--- src/rtl/uart_rx_deser.sv ---
// uart_rx_deser: 8N1 UART receiver / deserializer, LSB first, idle-high line.
//   clk, rst_n  : system clock, asynchronous active-low reset
//   rx          : raw serial line, two-flop synchronized before use
//   clear       : consumer acknowledge, drops byte_ready
//   rx_byte     : last accepted data byte (named rx_byte because 'byte' is a
//                 reserved word), stable while byte_ready is high
//   byte_ready  : sticky "byte available" flag
//   frame_err   : one-cycle pulse on a bad stop bit
//   overrun     : one-cycle pulse when a byte is accepted over an unread one
// Optional build macro UART_RX_FRAME_ERR_EN: a stop bit sampled low rejects the
// frame, pulses frame_err and parks in BREAK until the line returns high.
// Without it the stop sample is ignored and frame_err is constant 0.
module uart_rx_deser #(
  parameter int unsigned clock_frequency = 12000000,
  parameter int unsigned uart_baud_rate  = 9600
) (
  input  logic       clk,
  input  logic       rst_n,
  input  logic       rx,
  input  logic       clear,
  output logic [7:0] rx_byte,
  output logic       byte_ready,
  output logic       frame_err,
  output logic       overrun
);

  localparam int unsigned DIV  = clock_frequency / uart_baud_rate;
  localparam int unsigned HALF = DIV / 2;
  localparam int unsigned CW   = $clog2(DIV + 1);

`ifdef UART_RX_FRAME_ERR_EN
  typedef enum logic [2:0] {IDLE, START, DATA, STOP, BREAK} state_e;
`else
  typedef enum logic [2:0] {IDLE, START, DATA, STOP} state_e;
`endif

  state_e        state_q, state_d;
  logic [CW-1:0] cnt_q, cnt_d;
  logic [2:0]    bitn_q, bitn_d;
  logic [7:0]    shreg_q, shreg_d;
  logic [7:0]    byte_q, byte_d;
  logic          br_q, br_d;
  logic          fe_q, fe_d;
  logic          ov_q, ov_d;
  logic          rx_meta_q, rx_s_q, rx_prev_q;
  logic          accept;

  // Next-state and datapath logic
  always_comb begin
    state_d = state_q;
    cnt_d   = cnt_q;
    bitn_d  = bitn_q;
    shreg_d = shreg_q;
    byte_d  = byte_q;
    br_d    = br_q;
    fe_d    = 1'b0;
    ov_d    = 1'b0;
    accept  = 1'b0;

    if (clear) br_d = 1'b0;

    // cnt holds cycles elapsed since the last reference point (T0 or the
    // previous sample), so a sample fires when it reaches HALF or DIV.
    case (state_q)
      IDLE: begin
        if (rx_prev_q && !rx_s_q) begin
          state_d = START;
          cnt_d   = CW'(1);
        end
      end
      START: begin
        if (cnt_q == CW'(HALF)) begin
          cnt_d  = CW'(1);
          bitn_d = 3'd0;
          if (!rx_s_q) state_d = DATA;
          else begin
            state_d = IDLE;
            cnt_d   = '0;
          end
        end else begin
          cnt_d = cnt_q + CW'(1);
        end
      end
      DATA: begin
        if (cnt_q == CW'(DIV)) begin
          cnt_d   = CW'(1);
          shreg_d = {rx_s_q, shreg_q[7:1]};
          bitn_d  = bitn_q + 3'd1;
          if (bitn_q == 3'd7) state_d = STOP;
        end else begin
          cnt_d = cnt_q + CW'(1);
        end
      end
      STOP: begin
        if (cnt_q == CW'(DIV)) begin
          cnt_d   = '0;
          state_d = IDLE;
`ifdef UART_RX_FRAME_ERR_EN
          if (rx_s_q) accept = 1'b1;
          else begin
            fe_d    = 1'b1;
            state_d = BREAK;
          end
`else
          accept = 1'b1;
`endif
        end else begin
          cnt_d = cnt_q + CW'(1);
        end
      end
`ifdef UART_RX_FRAME_ERR_EN
      // Wait for the line to return high so a held-low line is not re-framed
      BREAK: begin
        if (rx_s_q) state_d = IDLE;
      end
`endif
      default: state_d = IDLE;
    endcase

    // Acceptance overrides a same-cycle clear
    if (accept) begin
      byte_d = shreg_q;
      br_d   = 1'b1;
      ov_d   = br_q && !clear;
    end
  end

  // State registers and line synchronizer
  always_ff @(posedge clk or negedge rst_n) begin
    if (!rst_n) begin
      rx_meta_q <= 1'b1;
      rx_s_q    <= 1'b1;
      rx_prev_q <= 1'b1;
      state_q   <= IDLE;
      cnt_q     <= '0;
      bitn_q    <= 3'd0;
      shreg_q   <= 8'd0;
      byte_q    <= 8'd0;
      br_q      <= 1'b0;
      fe_q      <= 1'b0;
      ov_q      <= 1'b0;
    end else begin
      rx_meta_q <= rx;
      rx_s_q    <= rx_meta_q;
      rx_prev_q <= rx_s_q;
      state_q   <= state_d;
      cnt_q     <= cnt_d;
      bitn_q    <= bitn_d;
      shreg_q   <= shreg_d;
      byte_q    <= byte_d;
      br_q      <= br_d;
      fe_q      <= fe_d;
      ov_q      <= ov_d;
    end
  end

  assign rx_byte    = byte_q;
  assign byte_ready = br_q;
  assign frame_err  = fe_q;
  assign overrun    = ov_q;

endmodule

--- config.mk ---
export PLATFORM = sky130hd
export DESIGN_NAME = uart_rx_deser
export DESIGN_NICKNAME = d
export VERILOG_FILES = /design/src/rtl/uart_rx_deser.sv
export SDC_FILE = /design/constraint.sdc
export NUM_CORES = 1
export LEC_CHECK = 0
export CAP_MARGIN = 20
export CORE_MARGIN = 5
export CORE_UTILIZATION = 50
export DETAILED_ROUTE_END_ITERATION = 16
export DONT_BUFFER_PORTS = 1
export PLACE_DENSITY = 0.72
export SETUP_SLACK_MARGIN = 0.15
export SYNTH_ARGS = -nofsm -noshare
export SYNTH_HDL_FRONTEND = slang
export SYNTH_SLANG_ARGS = --single-unit
--- constraint.sdc ---
create_clock -name clk -period 1.85 [get_ports clk]
set_clock_uncertainty 0.15 [all_clocks]
set_input_delay 0.37 -clock clk [delete_from_list [all_inputs] [get_ports clk]]
set_output_delay 0.37 -clock clk [all_outputs]
set_load 0.01 [all_outputs]
==> flow_metrics.env <==
export IMPL_critPathBufInv=3
export IMPL_cpMaxStageDelayCell="dfrtp_1"
export IMPL_pwr_share_clk=0.239
export IMPL_grt_max_degree=38
export IMPL_die_width_um=72.0
export IMPL_ant_nets=0
export IMPL_drt_first_pass_iters=4
export IMPL_hp_class="primary input to register"
export IMPL_worstSetupPathType="register to register"
export IMPL_drt_initial_drc_count=73
export IMPL_yosys_warnings=0
export IMPL_synth_seq_cells=37
export IMPL_drc=0
export IMPL_violations="setup timing"
export IMPL_clkLatencyLatePin_ns=0.29
export IMPL_finalInstanceArea_um2=2750
export IMPL_cpPeakStageDelay_ns=0.39
export IMPL_switching_share=0.366
export IMPL_synthArstFlopShare=1.00
export IMPL_critPathLaunchType="register"
export IMPL_ys_seq_area_frac=0.484
export IMPL_dpl_cell_area_um2=2360
export IMPL_cellInternalPower_mw=1.95
export IMPL_synth_cell_types=49
export IMPL_syn_nets=178
export IMPL_synth_edff_count=0
export IMPL_io_buffers=0
export IMPL_antenna_found_initial=0
export IMPL_fillers=227
export IMPL_core_area_um2=3690
export IMPL_grt_setup_unrepaired="true"
export IMPL_power_share_sequential=0.297
export IMPL_track_usage=0.220
export IMPL_path_clk_slew_ns=0.08
export IMPL_tritoncts="built"
export IMPL_syn_to_final_growth_pct=43.1
export IMPL_cp_required_ns=1.89
export IMPL_power_density_nw_per_um2=1120
export IMPL_reg2reg_depth=8
export IMPL_final_net_count=228
export IMPL_pin_count=15
export IMPL_max_freq_mhz=509
export IMPL_critPathCaptureType="register"
export IMPL_num_antenna_cells=0
export IMPL_outcome="finished, violations left"
export IMPL_hold_path_depth=2
export IMPL_power_total_mw=3.08
export IMPL_setup_viol=30
export IMPL_cp_num_cells=8
export IMPL_seq_area_um2=931
export IMPL_syn_inst=164
export IMPL_grt_pass1_vias=1627
export IMPL_cp_cell_sequence="inv_2 > ha_2 > and3b_2 > buf_4 > a31oi_4 > o21ai_4 > buf_12 > o31ai_1"
export IMPL_setup_ws_ns=-0.116
export IMPL_dp_hpwl_um=3250
export IMPL_netlist_area_um2=1920
export IMPL_crit_path_max_fanout=10
export IMPL_multi_input_comb_area_um2=1230
export IMPL_grt_pass1_wl_um=8600
export IMPL_clockBufferDepth=2
export IMPL_drive_gt1_frac=0.507
export IMPL_pwr_share_comb=0.464
export IMPL_viasPerCell=5.94
export IMPL_cts_max_level=2
export IMPL_avgSynthCellArea_um2=11.7
export IMPL_period_needed_ns=1.97
export IMPL_hold_viol_final=0
export IMPL_leakagePower_nw=1.23
export IMPL_netSwitchingPower_mw=1.13
export IMPL_finalCritPeriodShare=1.06
export IMPL_finalWeightedCongestion=0.820
export IMPL_irDropWorstVdd_mv=0.808
export IMPL_initial_core_util=0.521
export IMPL_num_vias=1563
export IMPL_wl_um=5350
export IMPL_wl_per_cell_um=20.3
export IMPL_whs_ns=0.100
export IMPL_cts_root_buf="clkbuf_8"
export IMPL_die_h_um=72.0
export IMPL_cts_sinks=37
export IMPL_grt_overflow_total=0
export IMPL_cts_buffers=5
export IMPL_fp_row_count=22
export IMPL_slew_violations=0
export IMPL_cp_top_family="compound AO/OA/AOI/OAI gates"
export IMPL_dieArea_um2=5180
export IMPL_critPathArrivalTime_ns=2.01
export IMPL_yosys_most_used_dff="dfrtp_1"
export IMPL_maxCapViolCount=0
==> worst paths after layout <==
check | from | to | slack (ns)
max in group asynchronous | rst_n | rx_prev_q | 0.92
setup reg to reg | cnt_q[0] | cnt_q[1] | -0.12
hold / removal | clear | overrun | 0.10
min in group asynchronous | rst_n | cnt_q[6] | 0.37
setup / recovery | cnt_q[0] | cnt_q[1] | -0.12
hold reg to reg | rx_meta_q | rx_s_q | 0.21
==> layout make-up <==
cell class              count  share of cell area
multi-input cells         116               0.446
clock inverters             2              0.0136
clock buffers               6              0.0300
well taps                  48              0.0218
repair buffers             46               0.139
flip-flops and latches     37               0.338
inverters                   8              0.0109
==> synth_stat cells (2+ instances only) <==
| library cell | count | share of area |
|---|---|---|
| a22oi_1 | 2 | 0.0078 |
| nor3_1 | 2 | 0.0052 |
| nor2_1 | 3 | 0.0059 |
| nand3b_1 | 2 | 0.0078 |
| dfrtp_1 | 34 | 0.44 |
| nand2_1 | 10 | 0.020 |
| and2_1 | 2 | 0.0065 |
| nand2_2 | 2 | 0.0065 |
| nor2b_1 | 3 | 0.0098 |
| a211oi_1 | 3 | 0.012 |
| o21bai_1 | 2 | 0.0078 |
| inv_1 | 8 | 0.016 |
| nand4_1 | 4 | 0.013 |
| mux2i_1 | 3 | 0.016 |
| o211ai_1 | 2 | 0.0078 |
| o2111ai_1 | 4 | 0.018 |
| or3_1 | 3 | 0.0098 |
| nand3_1 | 4 | 0.010 |
| o2bb2ai_1 | 4 | 0.018 |
| dfstp_2 | 3 | 0.041 |
| o21ai_0 | 2 | 0.0052 |
| and3_2 | 2 | 0.0078 |
| xnor2_1 | 3 | 0.014 |
| mux2_2 | 16 | 0.094 |
| ha_1 | 10 | 0.065 |
| clkbuf_1 | 3 | 0.0059 |
| a21oi_1 | 5 | 0.013 |
| nand2b_1 | 2 | 0.0065 |
==> routing by layer <==
metal	part of all wire	wire (um)	vias to the layer above	GRT usage
met5	0	0	-	0
met3	0.042	225	11	0.0457
met1	0.40	2140	783	0.274
met2	0.53	2850	53	0.363
li1	-	-	716	-
met4	0.024	127	0	0.106
==> power groups by stage <==
| stage | Sequential [mW] | Clock [mW] | Combinational, mW |
|---|---|---|---|
| after global placement | 0.920 | 0 | 0.970 |
| after global routing | 0.920 | 0.795 | 1.52 |
| after floorplan | 0.928 | 0 | 0.618 |
| after detailed placement | 0.925 | 0 | 1.02 |
| final | 0.915 | 0.737 | 1.43 |
| after CTS | 0.913 | 0.751 | 1.32 |
==> metrics by stage <==
| step | cells | setup TNS, ns | util | setup slack, ns |
|---|---|---|---|---|
| after global routing | 263 | -4.35 | 0.746 | -0.226 |
| after floorplan | 164 | -0.0905 | - | -0.00896 |
| after CTS | 260 | -1.26 | 0.728 | -0.0832 |
| final | 263 | -2.17 | 0.746 | -0.116 |
| after global placement | 242 | -0.506 | 0.641 | -0.0676 |
| after detailed placement | 242 | -1.53 | 0.641 | -0.151 |
==> flip-flops by register name, summed over array words and instances (netlist names) <==
| signal | count |
|---|---|
| rx_prev_q | 1 |
| shreg_q | 8 |
| rx_byte | 8 |
| rx_meta_q | 1 |
| rx_s_q | 1 |
| overrun | 1 |
| state_q | 2 |
| bitn_q | 3 |
| cnt_q | 11 |
| byte_ready | 1 |
==> placed cells by master (no fill, tap or decap), types with 4 or more instances in the layout <==
master and instances:
inv_1 6, dfrtp_1 33, mux2_4 16, buf_4 40, clkbuf_8 6, nand2_1 10
nand4_1 4, ha_1 6
==> worst reg2reg max path: stages (launching register included) <==
cell	delay, ns
dfrtp_1	0.39
inv_2	0.05
ha_2	0.18
and3b_2	0.25
buf_4	0.16
a31oi_4	0.22
o21ai_4	0.09
buf_12	0.16
o31ai_1	0.23
==> kinds of logic after synthesis <==
| family | Yosys count | synth area share |
|---|---|---|
| AOI/OAI and AO/OA | 36 | 0.156 |
| xor gates and xnor gates | 3 | 0.0137 |
| adders and majority gates | 10 | 0.0651 |
| buffers and inverters | 13 | 0.0313 |
| DFF | 37 | 0.484 |
| muxes | 19 | 0.109 |
| other | 1 | 0.00195 |
| and+or+nand+nor | 45 | 0.139 |
==> timing repair <==
action	4_1_cts	5_1_grt
gates cloned	2	0
hold buffers	3	0
endpoints found under the hold margin	38	0
resized for setup	18	7
setup buffers	5	3
pin swaps	14	6
setup endpoints to repair	34	34
Note: power is estimated with default switching activity, not from simulation.
